$ cat config.mk
export PLATFORM = sky130hd
export DESIGN_NAME = rv64_wb_scheduler
export DESIGN_NICKNAME = d
export VERILOG_FILES = /design/src/rtl/rv64_wb_scheduler_pkg.sv /design/src/rtl/rv64_wb_scheduler_rr_arbiter.sv /design/src/rtl/rv64_wb_scheduler.sv
export SDC_FILE = /design/constraint.sdc
export NUM_CORES = 1
export LEC_CHECK = 0
export BUFFER_PORTS_ARGS = -buffer_cell sky130_fd_sc_hd__clkbuf_2
export CORE_AREA = 2 2 130 132
export DETAILED_ROUTE_END_ITERATION = 7
export DIE_AREA = 0 0 132 134
export GPL_ROUTABILITY_DRIVEN = 0
export PLACE_DENSITY = 0.71
export REMOVE_ABC_BUFFERS = 1
export SETUP_SLACK_MARGIN = 0.05
export SLEW_MARGIN = 20
export SYNTH_ARGS = -nofsm -noshare
export SYNTH_HDL_FRONTEND = slang
export SYNTH_SLANG_ARGS = --single-unit
$ cat constraint.sdc
create_clock -name clk -period 5.6 [get_ports clk]
set_input_delay 0.28 -clock clk [delete_from_list [all_inputs] [get_ports clk]]
set_output_delay 0.28 -clock clk [all_outputs]
set_load 0.1 [all_outputs]
$ cat src/rtl/rv64_wb_scheduler_pkg.sv
// Shared constants, source encoding and helpers for the GPR writeback scheduler.
// These constants size the regfile write port and the writeback requesters.
package rv64_wb_scheduler_pkg;

    localparam int unsigned RV_XLEN          = 32'd64;
    localparam int unsigned RV_REG_ADDRWIDTH = 32'd5;
    localparam int unsigned RV_REG_NUM       = 32'd32;
    localparam int unsigned RV_NREQ          = 32'd3;

    // Requester slot numbering on the packed request buses.
    typedef enum logic [1:0] {
        WB_ALU = 2'd0,
        WB_LSU = 2'd1,
        WB_MDU = 2'd2
    } wb_src_e;

    // Folds an index that may have passed n back into the range 0..n-1.
    // This is enough because the callers never add more than n-1.
    function automatic int unsigned rr_wrap(input int unsigned idx, input int unsigned n);
        return (idx >= n) ? (idx - n) : idx;
    endfunction

endpackage

$ cat src/rtl/rv64_wb_scheduler_rr_arbiter.sv
// Generic one-hot round-robin arbiter with a registered priority pointer.
// The grant is combinational from valid and the pointer, and it is forced low while rst is low.
module rv_rr_arbiter
    import rv64_wb_scheduler_pkg::*;
#(
    parameter int unsigned N  = RV_NREQ,
    parameter int unsigned IW = (N > 32'd1) ? $clog2(N) : 32'd1
) (
    input  logic          clk,
    input  logic          rst,
    input  logic [N-1:0]  valid,
    output logic [N-1:0]  grant,
    output logic          grant_any,
    output logic [IW-1:0] grant_idx
);

    logic [IW-1:0] rr_r;
    logic [N-1:0]  grant_s;
    logic [IW-1:0] grant_idx_s;
    logic          found_s;
    logic          hit_s;

    // The search starts at rr_r and moves up modulo N. The first valid requester wins.
    always_comb begin
        grant_s     = '0;
        grant_idx_s = '0;
        found_s     = 1'b0;
        hit_s       = 1'b0;
        for (int unsigned k = 0; k < N; k++) begin
            for (int unsigned j = 0; j < N; j++) begin
                hit_s       = !found_s && valid[j] && (rr_wrap(32'(rr_r) + k, N) == j);
                grant_s[j]  = grant_s[j] | hit_s;
                grant_idx_s = hit_s ? IW'(j) : grant_idx_s;
                found_s     = found_s | hit_s;
            end
        end
    end

    assign grant     = grant_s & {N{rst}};
    assign grant_any = found_s & rst;
    assign grant_idx = grant_idx_s;

    // After a grant the pointer moves to the slot just past the winner.
    always_ff @(posedge clk) begin
        if (!rst) begin
            rr_r <= '0;
        end else if (grant_any) begin
            rr_r <= (grant_idx_s == IW'(N - 32'd1)) ? '0 : (grant_idx_s + IW'(1));
        end else begin
            rr_r <= rr_r;
        end
    end

endmodule

$ cat src/rtl/rv64_wb_scheduler.sv
// This block gives the single GPR write port to one writeback source per cycle and registers that write.
// It also keeps the pending-write scoreboard that decode uses for RAW and WAW stall checks.
module rv64_wb_scheduler
    import rv64_wb_scheduler_pkg::*;
#(
    parameter int unsigned XLEN          = RV_XLEN,
    parameter int unsigned REG_ADDRWIDTH = RV_REG_ADDRWIDTH,
    parameter int unsigned REG_NUM       = RV_REG_NUM,
    parameter int unsigned NREQ          = RV_NREQ
) (
    input  logic                            clk,
    input  logic                            rst,
    input  logic [NREQ-1:0]                 req_valid_i,
    output logic [NREQ-1:0]                 req_ready_o,
    input  logic [NREQ*REG_ADDRWIDTH-1:0]   req_idx_i,
    input  logic [NREQ*XLEN-1:0]            req_data_i,
    output logic [REG_ADDRWIDTH-1:0]        write_idx_o,
    output logic [XLEN-1:0]                 write_data_o,
    output logic                            write_data_valid_o,
    input  logic                            issue_valid_i,
    input  logic [REG_ADDRWIDTH-1:0]        issue_rd_i,
    input  logic [REG_ADDRWIDTH-1:0]        chk_rs1_i,
    input  logic [REG_ADDRWIDTH-1:0]        chk_rs2_i,
    input  logic [REG_ADDRWIDTH-1:0]        chk_rd_i,
    output logic                            hazard_o,
    output logic [REG_NUM-1:0]              busy_o
);

    localparam int unsigned IW = (NREQ > 32'd1) ? $clog2(NREQ) : 32'd1;

    logic [NREQ-1:0]          grant_s;
    logic                     grant_any_s;
    logic [IW-1:0]            grant_idx_s;
    logic [REG_ADDRWIDTH-1:0] sel_idx_s;
    logic [XLEN-1:0]          sel_data_s;
    logic [REG_ADDRWIDTH-1:0] write_idx_r;
    logic [XLEN-1:0]          write_data_r;
    logic                     write_valid_r;
    logic [REG_NUM-1:0]       busy_r;
    logic [REG_NUM-1:0]       busy_next_s;
    logic [REG_NUM-1:0]       set_s;
    logic [REG_NUM-1:0]       clr_s;

    rv_rr_arbiter #(
        .N  (NREQ),
        .IW (IW)
    ) u_arb (
        .clk       (clk),
        .rst       (rst),
        .valid     (req_valid_i),
        .grant     (grant_s),
        .grant_any (grant_any_s),
        .grant_idx (grant_idx_s)
    );

    assign req_ready_o = grant_s;

    // Select the index and data slices of the granted requester.
    always_comb begin
        sel_idx_s  = '0;
        sel_data_s = '0;
        for (int unsigned j = 0; j < NREQ; j++) begin
            sel_idx_s  = (grant_idx_s == IW'(j)) ? req_idx_i[j*REG_ADDRWIDTH +: REG_ADDRWIDTH] : sel_idx_s;
            sel_data_s = (grant_idx_s == IW'(j)) ? req_data_i[j*XLEN +: XLEN] : sel_data_s;
        end
    end

    // Write port register. An x0 write uses the port for a cycle but never raises valid.
    always_ff @(posedge clk) begin
        if (!rst) begin
            write_idx_r   <= '0;
            write_data_r  <= '0;
            write_valid_r <= 1'b0;
        end else if (grant_any_s) begin
            write_idx_r   <= sel_idx_s;
            write_data_r  <= sel_data_s;
            write_valid_r <= (sel_idx_s != '0);
        end else begin
            write_valid_r <= 1'b0;
        end
    end

    assign write_idx_o        = write_idx_r;
    assign write_data_o       = write_data_r;
    assign write_data_valid_o = write_valid_r;

    // Scoreboard update. If a register is issued and written on the same edge, the new issue keeps it busy.
    always_comb begin
        set_s = '0;
        clr_s = '0;
        for (int unsigned r = 1; r < REG_NUM; r++) begin
            set_s[r] = issue_valid_i && (issue_rd_i == REG_ADDRWIDTH'(r));
            clr_s[r] = grant_any_s && (sel_idx_s == REG_ADDRWIDTH'(r));
        end
        busy_next_s = (set_s | (busy_r & ~clr_s)) & {{(REG_NUM-1){1'b1}}, 1'b0};
    end

    // Scoreboard state. x0 is never marked busy.
    always_ff @(posedge clk) begin
        if (!rst) begin
            busy_r <= '0;
        end else begin
            busy_r <= busy_next_s;
        end
    end

    // The hazard check reads only the registered mask. A clear on the current edge does not count yet.
    assign hazard_o = busy_r[chk_rs1_i] | busy_r[chk_rs2_i] | busy_r[chk_rd_i];
    assign busy_o   = busy_r;

endmodule

==> metrics.md <==
| Metric | Value |
|---|---|
| Place WS | 2120 ps |
| Final Hold Fails | 0 |
| Number of fillers in the final layout | 1647 |
| Latest clock arrival within the worst-skew pair | 340 ps |
| CP Data Required Time | 5320 ps |
| Post-CTS setup buffer count | 0 |
| Synthesized cell area | 5710 µm² |
| Hold-fix buffers at CTS | 0 |
| Cell variety after synth | 49 |
| Wirelength per Cell | 17.9 µm |
| Slew HR | 0.330 |
| Vias per std cell | 5.39 |
| Resized Gates After CTS | 0 |
| Syn Inst Count | around 650 |
| Worst-Margin Slew | 1000 ps |
| Hold crit path type | primary input to flop |
| Maximum VDD drop | 0.212 mV |
| Ys flop type | dfxtp_1 |
| CP Capture Type | primary output |
| Adder-Cell Fraction of Synth Area | 0.00438 |
| Clock buffers created by TritonCTS | 9 |
| Largest family of logic cells by synthesized area | compound AO/OA/AOI/OAI gates |
| Gr busiest metal | met2 |
| GR Util met1 | 0.277 |
| Antenna violations before repair | 1 |
| Post-Syn Area per Cell | 8.73 µm² |
| Max-Cap Viols | 0 |
| Number of synthesized flops with an enable pin | 0 |
| Final setup margin | 2080 ps |
| Synth Register Bits | 103 |
| Area Overhead vs Synth | 35.1% |
| Port-buffer cells | 337 |
| Minimum clock period | between 3000 and 4000 ps |
| Complex-gate fraction of the synthesized area | 0.302 |
| Clock Path Buffers | 2 |
| Status | finished, final reports clean |
| GRT met3 Usage | 0.0540 |
| Routed Antenna Nets | 0 |
| Crit path DAT | 3240 ps |
| # clock sinks | 103 |
| Kind of critical path | flop to primary output |
| Syn. warnings | 0 |
| Layout net count | 1184 |
| Setup tns final | 0 ps |
| Met2 Track Usage GR | 0.398 |
| Die Footprint | 17700 µm² |
| Vias post-DR | approximately 6300 |
| Clk_skew | 9.54 ps |
| Clock transition at path regs | ~70 ps |
| IO Pins | 339 |
| Setup violators final | 0 |
| Critical path fanouts, max | 67 |
| Initial core utilization | 0.350 |
| CTS H-tree depth | 3 |
| DRC | 0 |
| RSZ-0062 raised after global routing | no |
| Fraction of registers with async set/reset | 0 |
| Iter 0 DRT Violations | between 400 and 500 |
| GRT Residual Overflow | 0 |
| HPWL Detailed | 16.2 mm |
| Root Buffer | clkbuf_16 |
| Synth Area in Simple Gates | 0.153 |
| CTS tree | done |
| Max Fclk | 284 MHz |
| Fin crit share | 0.628 |
| Die H | approximately 130 µm |
| DIE WIDTH | 132 µm |
| DRT Pass-1 Iters | 8 |
| Share of cells above drive strength 1 | 0.428 |
| Final WL | 21.1 mm |
| PwrDens | a little under 400 nW/µm² |
| Sequential fraction of the synthesis area | 0.361 |
| FP Rows | 47 |
| Vias in the first global route | 5957 |
| CORE AREA | ~16000 µm² |
| Mux contribution to synthesized area | 0.129 |
| GRT Total Usage | 0.229 |
| Pins Over Slew Limit | 0 |
| Largest net degree at the start of global routing | 83 |
| Post-Synth XOR/XNOR Area | 0 |
| P_leak | 0.00349 µW |
| CP startpoint kind | flop |
| Global-route wire length before repair | 32.2 mm |
[logic make-up (layout without fill, tap and decap cells)]
| logic type | count (synthesis) | after routing |
|---|---|---|
| muxes | 42 | 42 |
| adders and majority gates | 2 | 2 |
| buffers and inverters | 60 | 360 |
| AOI/OAI and AO/OA | 263 | 263 |
| DFF | 103 | 103 |
| and+or+nand+nor | 183 | 183 |
| other | 1 | 2 |
[final timing paths]
kind	from	slack (ps)	to	depth (start not counted)
worst max register to register	u_arb.rr_r[0]$_SDFFE_PN0P_	2090	busy_o[7]$_SDFF_PN0_	9
worst max-delay path	u_arb.rr_r[0]$_SDFFE_PN0P_	2080	req_ready_o[1]	7
worst min register to register	write_idx_o[3]$_SDFFE_PN0P_	450	write_idx_o[3]$_SDFFE_PN0P_	2
worst min-delay path	req_data_i[74]	160	write_data_o[10]$_SDFFE_PN0P_	3
[through the flow]
step,hold WS [ps],utilization,cells,instance area (µm²),total power [µW]
after floorplan,416,-,597,5440,2050
after global placement,434,0.457,1158,7440,2380
after detailed placement,440,0.457,1158,7440,2400
after CTS,142,0.473,1174,7710,2980
after global routing,151,0.473,1175,7710,3090
final,157,0.473,1175,7710,2960
[flip-flops by register name, summed over array words and instances (netlist names)]
name	flops
write_data_o	64
write_idx_o	5
u_arb.rr_r	2
busy_o	31
write_data_valid_o	1
[where the power goes]
group,internal [µW],switching [µW],leakage (µW),total [µW]
sequential,836,57.4,0.000846,893
clock,304,280,0.000123,584
combinational,317,1170,0.00252,1490
[layout by cell type, fill, tap and decap left out, types with 9 or more instances in the layout]
cell / count
nor3_1: 32
a21oi_1: 88
nand2_1: 71
o21ai_0: 83
a222oi_1: 15
a22o_1: 33
mux4_2: 25
dfxtp_1: 103
clkbuf_16: 9
mux2i_1: 14
nor2_1: 46
a22oi_1: 22
clkbuf_2: 337
[layer usage]
metal / vias to the layer above / routed length, µm
met5: - / 0
met1: 2942 / 8200
li1: 3045 / -
met4: 0 / 600
met2: 309 / 10600
met3: 36 / 1640
[Yosys cell counts, types with 2 or more instances]
cell type | instances | share of area
a222oi_1 | 15 | 0.026
nor3_1 | 32 | 0.028
buf_2 | 14 | 0.012
a21oi_1 | 88 | 0.077
a221oi_4 | 2 | 0.0092
nand3_1 | 5 | 0.0044
o21a_1 | 4 | 0.0053
mux2i_1 | 14 | 0.025
a22oi_1 | 22 | 0.029
nor2b_1 | 3 | 0.0033
a22o_1 | 33 | 0.051
or2_2 | 2 | 0.0022
nor2_1 | 46 | 0.030
o21ai_0 | 83 | 0.073
dfxtp_1 | 103 | 0.36
nor3_2 | 5 | 0.0088
mux4_2 | 25 | 0.099
ha_1 | 2 | 0.0044
nand2_1 | 71 | 0.047
buf_6 | 2 | 0.0039
a21o_1 | 2 | 0.0026
nand2b_1 | 3 | 0.0033
buf_4 | 7 | 0.0092
a21bo_2 | 2 | 0.0035
clkbuf_1 | 33 | 0.022
a221o_2 | 2 | 0.0039
nor3_4 | 3 | 0.0085
and2_1 | 6 | 0.0066
inv_1 | 3 | 0.0020
mux2_2 | 3 | 0.0059
[final cells by class]
cell class              count  area, µm²  area share
multi-input cells         491       3370       0.437
flip-flops and latches    103       2060       0.267
repair buffers            341       1720       0.223
well taps                 220        275      0.0357
clock buffers              12        236      0.0307
clock inverters             4       32.5     0.00422
inverters                   3       11.3     0.00146
diodes                      1       2.50    0.000325
[critical path, cell delays in order (launching register included)]
cell and delay [ps]:
dfxtp_1 360, inv_1 60, ha_1 360, nor2_1 90, o32ai_4 350, buf_4 690
and2_0 450, clkbuf_2 530
Power figures use the tool's default switching activity.
